[src/rtl/pixel_frame_streamer_pkg.sv]
// Shared sizing, state encoding and helpers for the pixel frame streamer.
// Also provides the TRUE/FALSE macros used across the streamer sources.
`ifndef PIXEL_FRAME_STREAMER_PKG_SV
`define PIXEL_FRAME_STREAMER_PKG_SV

`define TRUE  1'b1
`define FALSE 1'b0

package pixel_frame_streamer_pkg;

    localparam int INPUT_LAYER_NODES = 10;
    localparam int WORD_WIDTH        = 8;
    localparam int WORDS             = (INPUT_LAYER_NODES + WORD_WIDTH - 1) / WORD_WIDTH;
    localparam int ADDR_WIDTH        = (WORDS > 1) ? $clog2(WORDS) : 1;
    localparam int IDX_WIDTH         = (INPUT_LAYER_NODES > 1) ? $clog2(INPUT_LAYER_NODES) : 1;
    localparam int FRAME_BITS        = WORDS * WORD_WIDTH;

    typedef logic [ADDR_WIDTH-1:0] addr_t;
    typedef logic [WORD_WIDTH-1:0] word_t;
    typedef logic [IDX_WIDTH-1:0]  idx_t;
    typedef logic [IDX_WIDTH:0]    ones_t;

    typedef enum logic [1:0] {
        IDLE   = 2'd0,
        STREAM = 2'd1,
        DONE   = 2'd2
    } state_t;

    localparam idx_t LAST_IDX = idx_t'(INPUT_LAYER_NODES - 1);

    // Index of the pixel to register next; wraps to 0 so the read never leaves the frame.
    function automatic idx_t next_idx(idx_t i);
        return (i == LAST_IDX) ? '0 : i + idx_t'(1);
    endfunction

endpackage

`endif

[src/rtl/pixel_frame_streamer_if.sv]
// Load and pixel-stream signal bundle between host, streamer and input layer controller.
// frameOnes exists only when PIXEL_STREAMER_POPCOUNT_EN is defined.
interface pixel_frame_streamer_if;
    import pixel_frame_streamer_pkg::*;

    logic  loadEnable;
    addr_t loadAddress;
    word_t loadData;
    logic  frameCommit;
    logic  readyForInputs;
    logic  inputsInbound;
    logic  pixelValue;
    logic  frameDone;
    logic  commitError;
    logic  bufferFull;
`ifdef PIXEL_STREAMER_POPCOUNT_EN
    ones_t frameOnes;
`endif

    modport master (
`ifdef PIXEL_STREAMER_POPCOUNT_EN
        input  frameOnes,
`endif
        output loadEnable, loadAddress, loadData, frameCommit, readyForInputs,
        input  inputsInbound, pixelValue, frameDone, commitError, bufferFull
    );

    modport slave (
`ifdef PIXEL_STREAMER_POPCOUNT_EN
        output frameOnes,
`endif
        input  loadEnable, loadAddress, loadData, frameCommit, readyForInputs,
        output inputsInbound, pixelValue, frameDone, commitError, bufferFull
    );

endinterface

[src/rtl/pixel_frame_bank.sv]
// One frame of pixel storage: word-wide write port, single-bit read by pixel index.
module pixel_frame_bank
    import pixel_frame_streamer_pkg::*;
(
    input  logic  clk,
    input  logic  we_i,
    input  addr_t waddr_i,
    input  word_t wdata_i,
    input  idx_t  ridx_i,
    output logic  rbit_o
);

    localparam logic [ADDR_WIDTH:0] WORDS_L = (ADDR_WIDTH + 1)'(WORDS);

    logic [WORDS-1:0][WORD_WIDTH-1:0] mem_q;
    logic [FRAME_BITS-1:0]            bits;

    // Contents are not reset; a bank is only read after a full commit.
    always_ff @(posedge clk) begin
        if (we_i && ({1'b0, waddr_i} < WORDS_L)) begin
            mem_q[waddr_i] <= wdata_i;
        end
    end

    assign bits   = mem_q;
    assign rbit_o = bits[ridx_i];

endmodule

[src/rtl/pixel_frame_streamer.sv]
// Double-buffered frame loader that streams one pixel per clock to the input layer.
// Define PIXEL_STREAMER_POPCOUNT_EN to add the frameOnes per-frame ones count.
module pixel_frame_streamer
    import pixel_frame_streamer_pkg::*;
(
    input logic                   clk,
    input logic                   reset,
    pixel_frame_streamer_if.slave bus
);

    state_t     state_q;
    idx_t       cnt_q;
    idx_t       rd_idx;
    logic       wb_q, wb_d;
    logic       rb_q;
    logic [1:0] full_q, full_d;
    logic       cerr_d;
    logic       frame_end;
    logic [1:0] bank_we;
    logic [1:0] bank_bit;
    logic       rd_bit;
`ifdef PIXEL_STREAMER_POPCOUNT_EN
    ones_t      acc_q;
`endif

    assign bank_we[0] = bus.loadEnable && !wb_q && !full_q[0];
    assign bank_we[1] = bus.loadEnable &&  wb_q && !full_q[1];

    pixel_frame_bank u_bank0 (
        .clk     (clk),
        .we_i    (bank_we[0]),
        .waddr_i (bus.loadAddress),
        .wdata_i (bus.loadData),
        .ridx_i  (rd_idx),
        .rbit_o  (bank_bit[0])
    );

    pixel_frame_bank u_bank1 (
        .clk     (clk),
        .we_i    (bank_we[1]),
        .waddr_i (bus.loadAddress),
        .wdata_i (bus.loadData),
        .ridx_i  (rd_idx),
        .rbit_o  (bank_bit[1])
    );

    // Read one pixel ahead so pixelValue is registered alongside inputsInbound.
    assign rd_idx    = (state_q == STREAM) ? next_idx(cnt_q) : '0;
    assign rd_bit    = rb_q ? bank_bit[1] : bank_bit[0];
    assign frame_end = (state_q == STREAM) && (cnt_q == LAST_IDX);

    assign bus.bufferFull = &full_q;

    always_comb begin
        full_d = full_q;
        wb_d   = wb_q;
        cerr_d = `FALSE;
        if (bus.frameCommit) begin
            if (full_q[wb_q]) begin
                cerr_d = `TRUE;
            end else begin
                full_d[wb_q] = `TRUE;
                wb_d         = ~wb_q;
            end
        end
        // A frame end releases the read bank even when a commit lands in the same cycle.
        if (frame_end) begin
            full_d[rb_q] = `FALSE;
        end
    end

    always_ff @(posedge clk or posedge reset) begin
        if (reset) begin
            state_q           <= IDLE;
            cnt_q             <= '0;
            wb_q              <= 1'b0;
            rb_q              <= 1'b0;
            full_q            <= '0;
            bus.inputsInbound <= `FALSE;
            bus.pixelValue    <= `FALSE;
            bus.frameDone     <= `FALSE;
            bus.commitError   <= `FALSE;
`ifdef PIXEL_STREAMER_POPCOUNT_EN
            acc_q             <= '0;
            bus.frameOnes     <= '0;
`endif
        end else begin
            full_q          <= full_d;
            wb_q            <= wb_d;
            bus.commitError <= cerr_d;
            bus.frameDone   <= `FALSE;
            case (state_q)
                IDLE: begin
                    if (full_q[rb_q] && bus.readyForInputs) begin
                        state_q           <= STREAM;
                        cnt_q             <= '0;
                        bus.inputsInbound <= `TRUE;
                        bus.pixelValue    <= rd_bit;
`ifdef PIXEL_STREAMER_POPCOUNT_EN
                        acc_q             <= ones_t'(rd_bit);
`endif
                    end
                end
                STREAM: begin
                    if (frame_end) begin
                        state_q           <= DONE;
                        bus.inputsInbound <= `FALSE;
                        bus.pixelValue    <= `FALSE;
                        bus.frameDone     <= `TRUE;
                        rb_q              <= ~rb_q;
`ifdef PIXEL_STREAMER_POPCOUNT_EN
                        bus.frameOnes     <= acc_q;
`endif
                    end else begin
                        cnt_q          <= cnt_q + idx_t'(1);
                        bus.pixelValue <= rd_bit;
`ifdef PIXEL_STREAMER_POPCOUNT_EN
                        acc_q          <= acc_q + ones_t'(rd_bit);
`endif
                    end
                end
                DONE: begin
                    state_q <= IDLE;
                end
                default: begin
                    state_q <= IDLE;
                end
            endcase
        end
    end

endmodule

[src/flat_wrapper.sv]
// flat-port wrapper written by rule: the top's interface ports become plain ports
module pixel_frame_streamer_flat import pixel_frame_streamer_pkg::*;
  (clk, reset, bus_loadEnable, bus_loadAddress, bus_loadData, bus_frameCommit, bus_readyForInputs, bus_inputsInbound, bus_pixelValue, bus_frameDone, bus_commitError, bus_bufferFull);
  pixel_frame_streamer_if bus_i ();
  input logic clk;
  input logic reset;
  input wire logic [$bits(bus_i.loadEnable)-1:0] bus_loadEnable;
  input wire logic [$bits(bus_i.loadAddress)-1:0] bus_loadAddress;
  input wire logic [$bits(bus_i.loadData)-1:0] bus_loadData;
  input wire logic [$bits(bus_i.frameCommit)-1:0] bus_frameCommit;
  input wire logic [$bits(bus_i.readyForInputs)-1:0] bus_readyForInputs;
  output wire logic [$bits(bus_i.inputsInbound)-1:0] bus_inputsInbound;
  output wire logic [$bits(bus_i.pixelValue)-1:0] bus_pixelValue;
  output wire logic [$bits(bus_i.frameDone)-1:0] bus_frameDone;
  output wire logic [$bits(bus_i.commitError)-1:0] bus_commitError;
  output wire logic [$bits(bus_i.bufferFull)-1:0] bus_bufferFull;
  assign bus_i.loadEnable = bus_loadEnable;
  assign bus_i.loadAddress = bus_loadAddress;
  assign bus_i.loadData = bus_loadData;
  assign bus_i.frameCommit = bus_frameCommit;
  assign bus_i.readyForInputs = bus_readyForInputs;
  assign bus_inputsInbound = bus_i.inputsInbound;
  assign bus_pixelValue = bus_i.pixelValue;
  assign bus_frameDone = bus_i.frameDone;
  assign bus_commitError = bus_i.commitError;
  assign bus_bufferFull = bus_i.bufferFull;
  pixel_frame_streamer u_core (.clk(clk), .reset(reset), .bus(bus_i));
endmodule
[config.mk]
export PLATFORM = sky130hd
export DESIGN_NAME = pixel_frame_streamer_flat
export DESIGN_NICKNAME = d
export VERILOG_FILES = /design/src/rtl/pixel_frame_streamer_pkg.sv /design/src/rtl/pixel_frame_streamer_if.sv /design/src/rtl/pixel_frame_bank.sv /design/src/rtl/pixel_frame_streamer.sv /design/src/flat_wrapper.sv
export SDC_FILE = /design/constraint.sdc
export NUM_CORES = 1
export LEC_CHECK = 0
export BUFFER_PORTS_ARGS = -buffer_cell sky130_fd_sc_hd__buf_2
export CORE_ASPECT_RATIO = 0.5
export CORE_UTILIZATION = 45
export CTS_CLUSTER_SIZE = 8
export DETAILED_ROUTE_END_ITERATION = 8
export PLACE_DENSITY_LB_ADDON = 0.05
export SLEW_MARGIN = 20
export SYNTH_ARGS = -nofsm -noshare
export SYNTH_HDL_FRONTEND = slang
export SYNTH_HIERARCHICAL = 1
export SYNTH_SLANG_ARGS = --single-unit
[constraint.sdc]
create_clock -name clk -period 4.3 [get_ports clk]
set_clock_uncertainty 0.15 [all_clocks]
set_input_delay 1.29 -clock clk [delete_from_list [all_inputs] [get_ports clk]]
set_output_delay 1.29 -clock clk [all_outputs]
set_load 0.05 [all_outputs]
==> results of run 1 <==
## layout make-up
type                       count  share of cell area, %
inverter                       7                  1.201
clock buffer                   5                  3.145
sequential                    46                  59.92
multi-input combinational     58                  27.44
clock inverter                 3                  1.086
tap                           54                  3.087
timing repair buffer          18                  4.117
## final timing paths
path                                                  to  slack (ns)
worst min-delay path            u_core/bus.inputsInbound        0.35
max in group asynchronous          u_core/bus.pixelValue        2.79
worst max register to register     u_core/bus.pixelValue        1.13
min in group asynchronous              u_core/state_q[1]        0.86
worst max-delay path               u_core/bus.pixelValue        1.13
worst min register to register  u_core/bus.inputsInbound        0.35
## state kept, by name, summed over array words and instances (netlist names)
signal	flops
u_core/bus.frameDone	1
u_core/bus.inputsInbound	1
u_core/cnt_q	4
u_core/state_q	2
u_core/rb_q	1
u_core/u_bank1/bits	16
u_core/u_bank0/bits	16
u_core/full_q	2
u_core/bus.commitError	1
u_core/bus.pixelValue	1
u_core/wb_q	1
## per-layer routing
metal	vias to the layer above	GRT usage (%)	routed length (um)
met1	520	25.03	1710
li1	480	-	-
met5	-	0	0
met2	26	18.71	1188
met3	2	5.660	157
met4	0	4.293	22
## cell usage in the layout, fill, tap and decap left out
| cell | instances |
|---|---|
| o21ai_2 | 1 |
| clkbuf_8 | 5 |
| o22a_1 | 1 |
| nand3_1 | 1 |
| inv_6 | 1 |
| o21ai_0 | 1 |
| edfxtp_1 | 32 |
| inv_1 | 7 |
| buf_2 | 18 |
| nor2_1 | 7 |
| or2b_1 | 1 |
| o31ai_1 | 1 |
| mux2i_4 | 1 |
| dfrtp_1 | 14 |
| o21a_1 | 1 |
| o22ai_2 | 1 |
| mux2i_1 | 9 |
| nor2b_1 | 3 |
| and3b_1 | 2 |
| and2_1 | 3 |
| nor3b_1 | 1 |
| clkinvlp_4 | 2 |
| nand3b_1 | 1 |
| nand2_1 | 2 |
| xnor2_1 | 3 |
| o22ai_1 | 3 |
| mux4_1 | 8 |
| mux2_4 | 1 |
| ha_1 | 2 |
| a21oi_1 | 3 |
| or3b_4 | 1 |
## power by group
group / total, mW / internal [mW] / switching (mW) / leakage, nW
combinational: 0.539 / 0.259 / 0.280 / 0.348
sequential: 0.601 / 0.538 / 0.0629 / 0.451
clock: 0.265 / 0.116 / 0.149 / 0.0408
total: 1.40 / 0.913 / 0.491 / 0.840
## critical path: stages (launching register included)
cell,delay (ns)
dfrtp_1,0.44
ha_1,0.23
nand3b_1,0.08
nand2_1,0.15
nor2_1,0.66
mux4_1,0.65
mux2i_1,0.16
mux2i_1,0.09
mux2i_1,0.13
a21oi_1,0.05
mux2_4,0.25
## through the flow
stage / std cells / power (mW) / worst slack [ns] / util [%]
finish: 191 / 1.405 / 1.135 / 54.38
global route: 191 / 1.496 / 0.9120 / 54.38
CTS: 191 / 1.421 / 1.124 / 54.38
detailed placement: 183 / 1.155 / 1.137 / 52.08
global placement: 183 / 1.143 / 1.236 / 52.08
floorplan: 112 / 1.054 / 1.493 / -
## cell families after synthesis
family          Yosys count  synth area share [%]
buf+inv                   8                 1.737
mux                      19                 17.36
simple gates             22                 6.560
xor+xnor                  3                 1.351
compound gates           12                 4.309
flops                    46                 67.40
fa+ha+maj                 2                 1.286
==> results.tsv, run 1 <==
metric	value	unit
Clock Latency Late Sink	0.30	ns
Fillers	331	
clock-pin transition on the worst setup and hold timing paths	0.08	ns
initial antenna violation count	0	
Crit Reg-Reg Startpoint	u_core/cnt_q[0]	
vias in the first global route	960	
final setup vio count	0	
Multi-input gate area	600.6	um^2
Mapped Area	1946	um^2
CTS Buffer Depth	2	
gp weighted congestion	0.7321	
Distinct cells, synth	28	
syn nets	128	
# Post-CTS Setup Buffers	0	
root buf cell	clkbuf_8	
Post-DP Area	2096	um^2
HPWL after DPL	2232	um
Synth top cells by count	32 x edfxtp_1, 14 x dfrtp_1, 9 x mux2i_1	
fin. max-slew vios	0	
Tightest Pin Transition	0.8217	ns
static leakage	0.8399	nW
Routed Antenna Nets	0	
Peak VDD IR	0.1789	mV
Vias	1028	
largest net degree at the start of global routing	17	
Synth Instances	112	
HP Start	u_core/bus.inputsInbound	
Seq cells post-synth	46	
Arrival @ worst endpoint	3.20	ns
fmax	315.9	MHz
Hold Crit Class	reg2reg	
PD cells	642.0	nW/um^2
global route overflow	0	
Nets	152	
wire length per cell	16.12	um
Seq/Total Area, Yosys	67.40	%
synthesized area per cell	17.37	um^2
global-route wire length before repair	4974	um
Iteration-0 DRC Markers	40	
area grow syn2layout	12.48	%
I/O Buffers	18	
num rows	16	
Die ar.	4607	um^2
CP startpoint kind	flip-flop	
hold_ws	0.3486	ns
core footprint	4024	um^2
unrepaired setup endpoints after global routing	no	
Reg area	1311	um^2
status	finished clean	
Final min period	3.165	ns
post-CTS sizing	0	
Slew headroom	45.11	%
design area	2188	um^2
Synth area leader	edfxtp_1	
hold-critical path depth	1	
Yosys top cell area share	49.39	%
DR pass1 iterations	4	
r2r worst-path depth	10	
GR Util All Layers	15.34	%
clock sink total	46	
CP endpoint kind	flip-flop	
number of diodes	0	
Avg Vias per Cell	5.382	
share of layout cells above drive strength 1	22.63	%
Post-synth top flop	edfxtp_1	
Ports	19	
max cap viols	0	
critical path class	reg2reg	
Hold Fails Final Rpt	0	
EDFF count, synth	32	
most frequent cell after synthesis	edfxtp_1	
Synth warnings	6	
CTS tree	done	
worst-path fanout max	8	
Async S/R FF share, synth	30.43	%
Starting Density	48.35	%
Synth area leaders	edfxtp_1 49%, dfrtp_1 18%, mux4_1 11%	
Worst EP required	4.34	ns
crit path from	u_core/cnt_q[0]	
H-tree levels	2	
Die H	48.50	um
Post-Route WL	3079	um
drt drc	0	
setup TNS	0	ns
cts bufs inserted	5	
CTS hold repair buffers	0	
chip width	94.99	um
Final Cycle Share	73.61	%
Note: power is estimated with default switching activity, not from simulation.
==> run 2: changes to the inputs <==
--- a/config.mk
+++ b/config.mk
@@ -5,6 +5,7 @@
 export SDC_FILE = /design/constraint.sdc
 export NUM_CORES = 1
 export LEC_CHECK = 0
+export ABC_AREA = 1
 export BUFFER_PORTS_ARGS = -buffer_cell sky130_fd_sc_hd__buf_2
 export CORE_ASPECT_RATIO = 0.5
 export CORE_UTILIZATION = 45
==> constraint.sdc (replaced) <==
create_clock -name clk -period 2.6 [get_ports clk]
set_clock_uncertainty 0.15 [all_clocks]
set_input_delay 0.78 -clock clk [delete_from_list [all_inputs] [get_ports clk]]
set_output_delay 0.78 -clock clk [all_outputs]
set_load 0.05 [all_outputs]
==> results.tsv, run 2 <==
metric	value	unit	change
vias in the first global route	1349		+41%
Synth warnings	6		unchanged
Seq cells post-synth	46		unchanged
share of layout cells above drive strength 1	23.26	%	+0.63 points
CTS Buffer Depth	2		unchanged
most common cell after layout, fill and taps aside	nand2_1		
area grow syn2layout	13.62	%	
H-tree levels	2		unchanged
r2r worst-path depth	18		+8
Final min period	2.304	ns	-0.8614 ns
total power	2.756	mW	+96%
CP Capture Point	u_core/bus.pixelValue		
worst-path fanout max	19		+11
initial antenna violation count	0		unchanged
Starting Density	48.25	%	-0.11 points
cts bufs inserted	5		unchanged
Worst path top cell family by delay	simple AND/OR/NAND/NOR gates		
# Post-CTS Setup Buffers	0		unchanged
Seq/Total Area, Yosys	59.99	%	-7.4 points
gp weighted congestion	0.9134		+25%
most frequent cells in the layout	61 x nand2_1, 41 x inv_1, 32 x edfxtp_1		
HPWL after DPL	2854	um	+28%
Worst EP required	2.64	ns	-1.70 ns
Nets	273		+80%
fmax	434.1	MHz	+37%
power share of the clock group	19.2	%	+0.3 points
syn nets	247		+93%
GR Util All Layers	17.78	%	+2.4 points
Distinct cells, synth	20		-29%
crit path from	u_core/cnt_q[0]		
Worst R2R Setup Slack	0.30	ns	-0.84 ns
Die H	51.28	um	+5.7%
Vias	1461		+42%
I/O Buffers	18		unchanged
global-route wire length before repair	6672	um	+34%
synthesized area per cell	9.463	um^2	-46%
global route overflow	0		unchanged
Crit. path cell count	18		+8
unrepaired setup endpoints after global routing	no		
critical path class	reg2reg		
Tightest Pin Transition	0.5253	ns	-0.2964 ns
CP bufs+invs	3		+3
Reg area	1311	um^2	unchanged
CTS hold repair buffers	0		unchanged
Logic pwr share	45.5	%	+7.2 points
crit path cell chain	ha_1, nand3_4, nand2_4, nor2_4, buf_12, inv_8, nand2_1, nand2_1, nand2_1, nand3_1, nand3_1, nand2_1, inv_1, nand2_1, o21ai_0, nor2_1, nand2_1, nand2_1		
Sw Ratio	42.10	%	+7.1 points
final setup vio count	0		unchanged
largest net degree at the start of global routing	20		+3
drt drc	0		unchanged
CTS tree	done		
CP startpoint kind	flip-flop		
DR pass1 iterations	4		unchanged
Pint	1.596	mW	+75%
Ports	19		unchanged
Multi-input gate area	623.1	um^2	+3.8%
PD cells	1110	nW/um^2	+73%
Critical Path Slowest Stage Cell	dfrtp_1		
sw power	1.161	mW	+140%
CP endpoint kind	flip-flop		
Post-synth top flop	edfxtp_1		
post-CTS sizing	0		unchanged
static leakage	1.179	nW	+40%
Crit Reg-Reg Startpoint	u_core/cnt_q[0]		
Synth top cells by count	61 x nand2_1, 41 x inv_1, 32 x edfxtp_1		
Yosys top cell area share	43.96	%	-5.4 points
clock-pin transition on the worst setup and hold timing paths	0.09	ns	about the same
Top cell by count, worst path	nand2_1		
Synth area leader	edfxtp_1		
Hold Fails Final Rpt	0		unchanged
Fillers	429		+30%
Peak VDD IR	0.3342	mV	+87%
max cap viols	0		unchanged
chip width	100.6	um	+5.9%
root buf cell	clkbuf_8		
Hold Crit Class	reg2reg		
Routed Antenna Nets	0		unchanged
Async S/R FF share, synth	30.43	%	unchanged
num rows	17		+1
Avg Vias per Cell	4.509		-16%
setup TNS	0	ns	unchanged
Iteration-0 DRC Markers	88		+120%
fin. max-slew vios	0		unchanged
sequential cell fraction of total power	35.3	%	-7.5 points
Clock Latency Late Sink	0.29	ns	about the same
Post-Route WL	3935	um	+28%
Die ar.	5157	um^2	+12%
core footprint	4531	um^2	+13%
Final Cycle Share	88.61	%	+15 points
Critical Path Max Stage Delay	0.46	ns	-0.20 ns
number of diodes	0		unchanged
clock sink total	46		unchanged
most frequent cell after synthesis	nand2_1		
Slew headroom	64.94	%	+20 points
Mapped Area	2186	um^2	+12%
R2R Path End	u_core/bus.pixelValue		
EDFF count, synth	32		unchanged
Arrival @ worst endpoint	2.34	ns	-0.86 ns
Synth area leaders	edfxtp_1 44%, dfrtp_1 16%, nand2_1 10%		
status	finished clean		
Synth Instances	231		+110%
wire length per cell	12.15	um	-25%
## run 2: worst min-delay path, cell delays in order (launching register included)
cell and delay (ns):
dfrtp_1 0.35, nand2_1 0.05, nand2_1 0.05
## run 2: cells by family (layout without fill, tap and decap cells)
family | count (synthesis) | after routing | share of synthesized area, %
simple gates | 116 | 116 | 25.19
xor+xnor | 2 | 2 | 0.8015
buf+inv | 59 | 86 | 11.51
fa+ha+maj | 2 | 2 | 1.145
compound gates | 6 | 6 | 1.374
flops | 46 | 46 | 59.99
## run 2: worst min path at each step
| stage | start | slack (ns) | cells past startpoint | end |
|---|---|---|---|---|
| after floorplan | u_core/full_q[0] | 0.33 | 1 | u_core/wb_q |
| after global placement | u_core/bus.inputsInbound | 0.30 | 2 | u_core/bus.inputsInbound |
| after detailed placement | u_core/bus.inputsInbound | 0.31 | 2 | u_core/bus.inputsInbound |
| after CTS | u_core/bus.inputsInbound | 0.33 | 2 | u_core/bus.inputsInbound |
| after global routing | u_core/bus.inputsInbound | 0.37 | 2 | u_core/bus.inputsInbound |
| final | u_core/bus.inputsInbound | 0.33 | 2 | u_core/bus.inputsInbound |
## run 2: cell type report
class                      count  area share [%]
tap                           66           3.325
sequential                    46           52.80
timing repair buffer          21           5.038
inverter                      57           9.219
multi-input combinational    126           25.09
clock buffer                   5           2.771
clock inverter                 3           1.763
## run 2: per-layer routing
| layer | global-route usage (%) | vias to the layer above | part of all wire, % |
|---|---|---|---|
| li1 | - | 768 | - |
| met1 | 25.02 | 661 | 53 |
| met2 | 26.71 | 28 | 41 |
| met3 | 5.609 | 4 | 5.4 |
| met4 | 4.348 | 0 | 0.76 |
| met5 | 0 | - | 0 |
## run 2: power by group through the flow
stage	Sequential, mW	Combinational, mW	Clock (mW)
6_report	0.973	1.25	0.530
3_5_place_dp	0.992	1.25	0
5_1_grt	0.989	1.42	0.582
4_1_cts	0.975	1.26	0.549
3_3_place_gp	0.987	1.23	0
2_1_floorplan	1.04	0.941	0
## run 2: through the flow
step	instances	cell area [um^2]	hold slack, ns	util, %	worst slack [ns]
3_5_place_dp	316	2371	0.3092	52.33	0.3025
6_report	324	2484	0.3256	54.82	0.2962
3_3_place_gp	316	2371	0.3025	52.33	0.3420
5_1_grt	324	2484	0.3679	54.82	0.06616
4_1_cts	324	2484	0.3311	54.82	0.2780
2_1_floorplan	231	2186	0.3288	-	0.5292
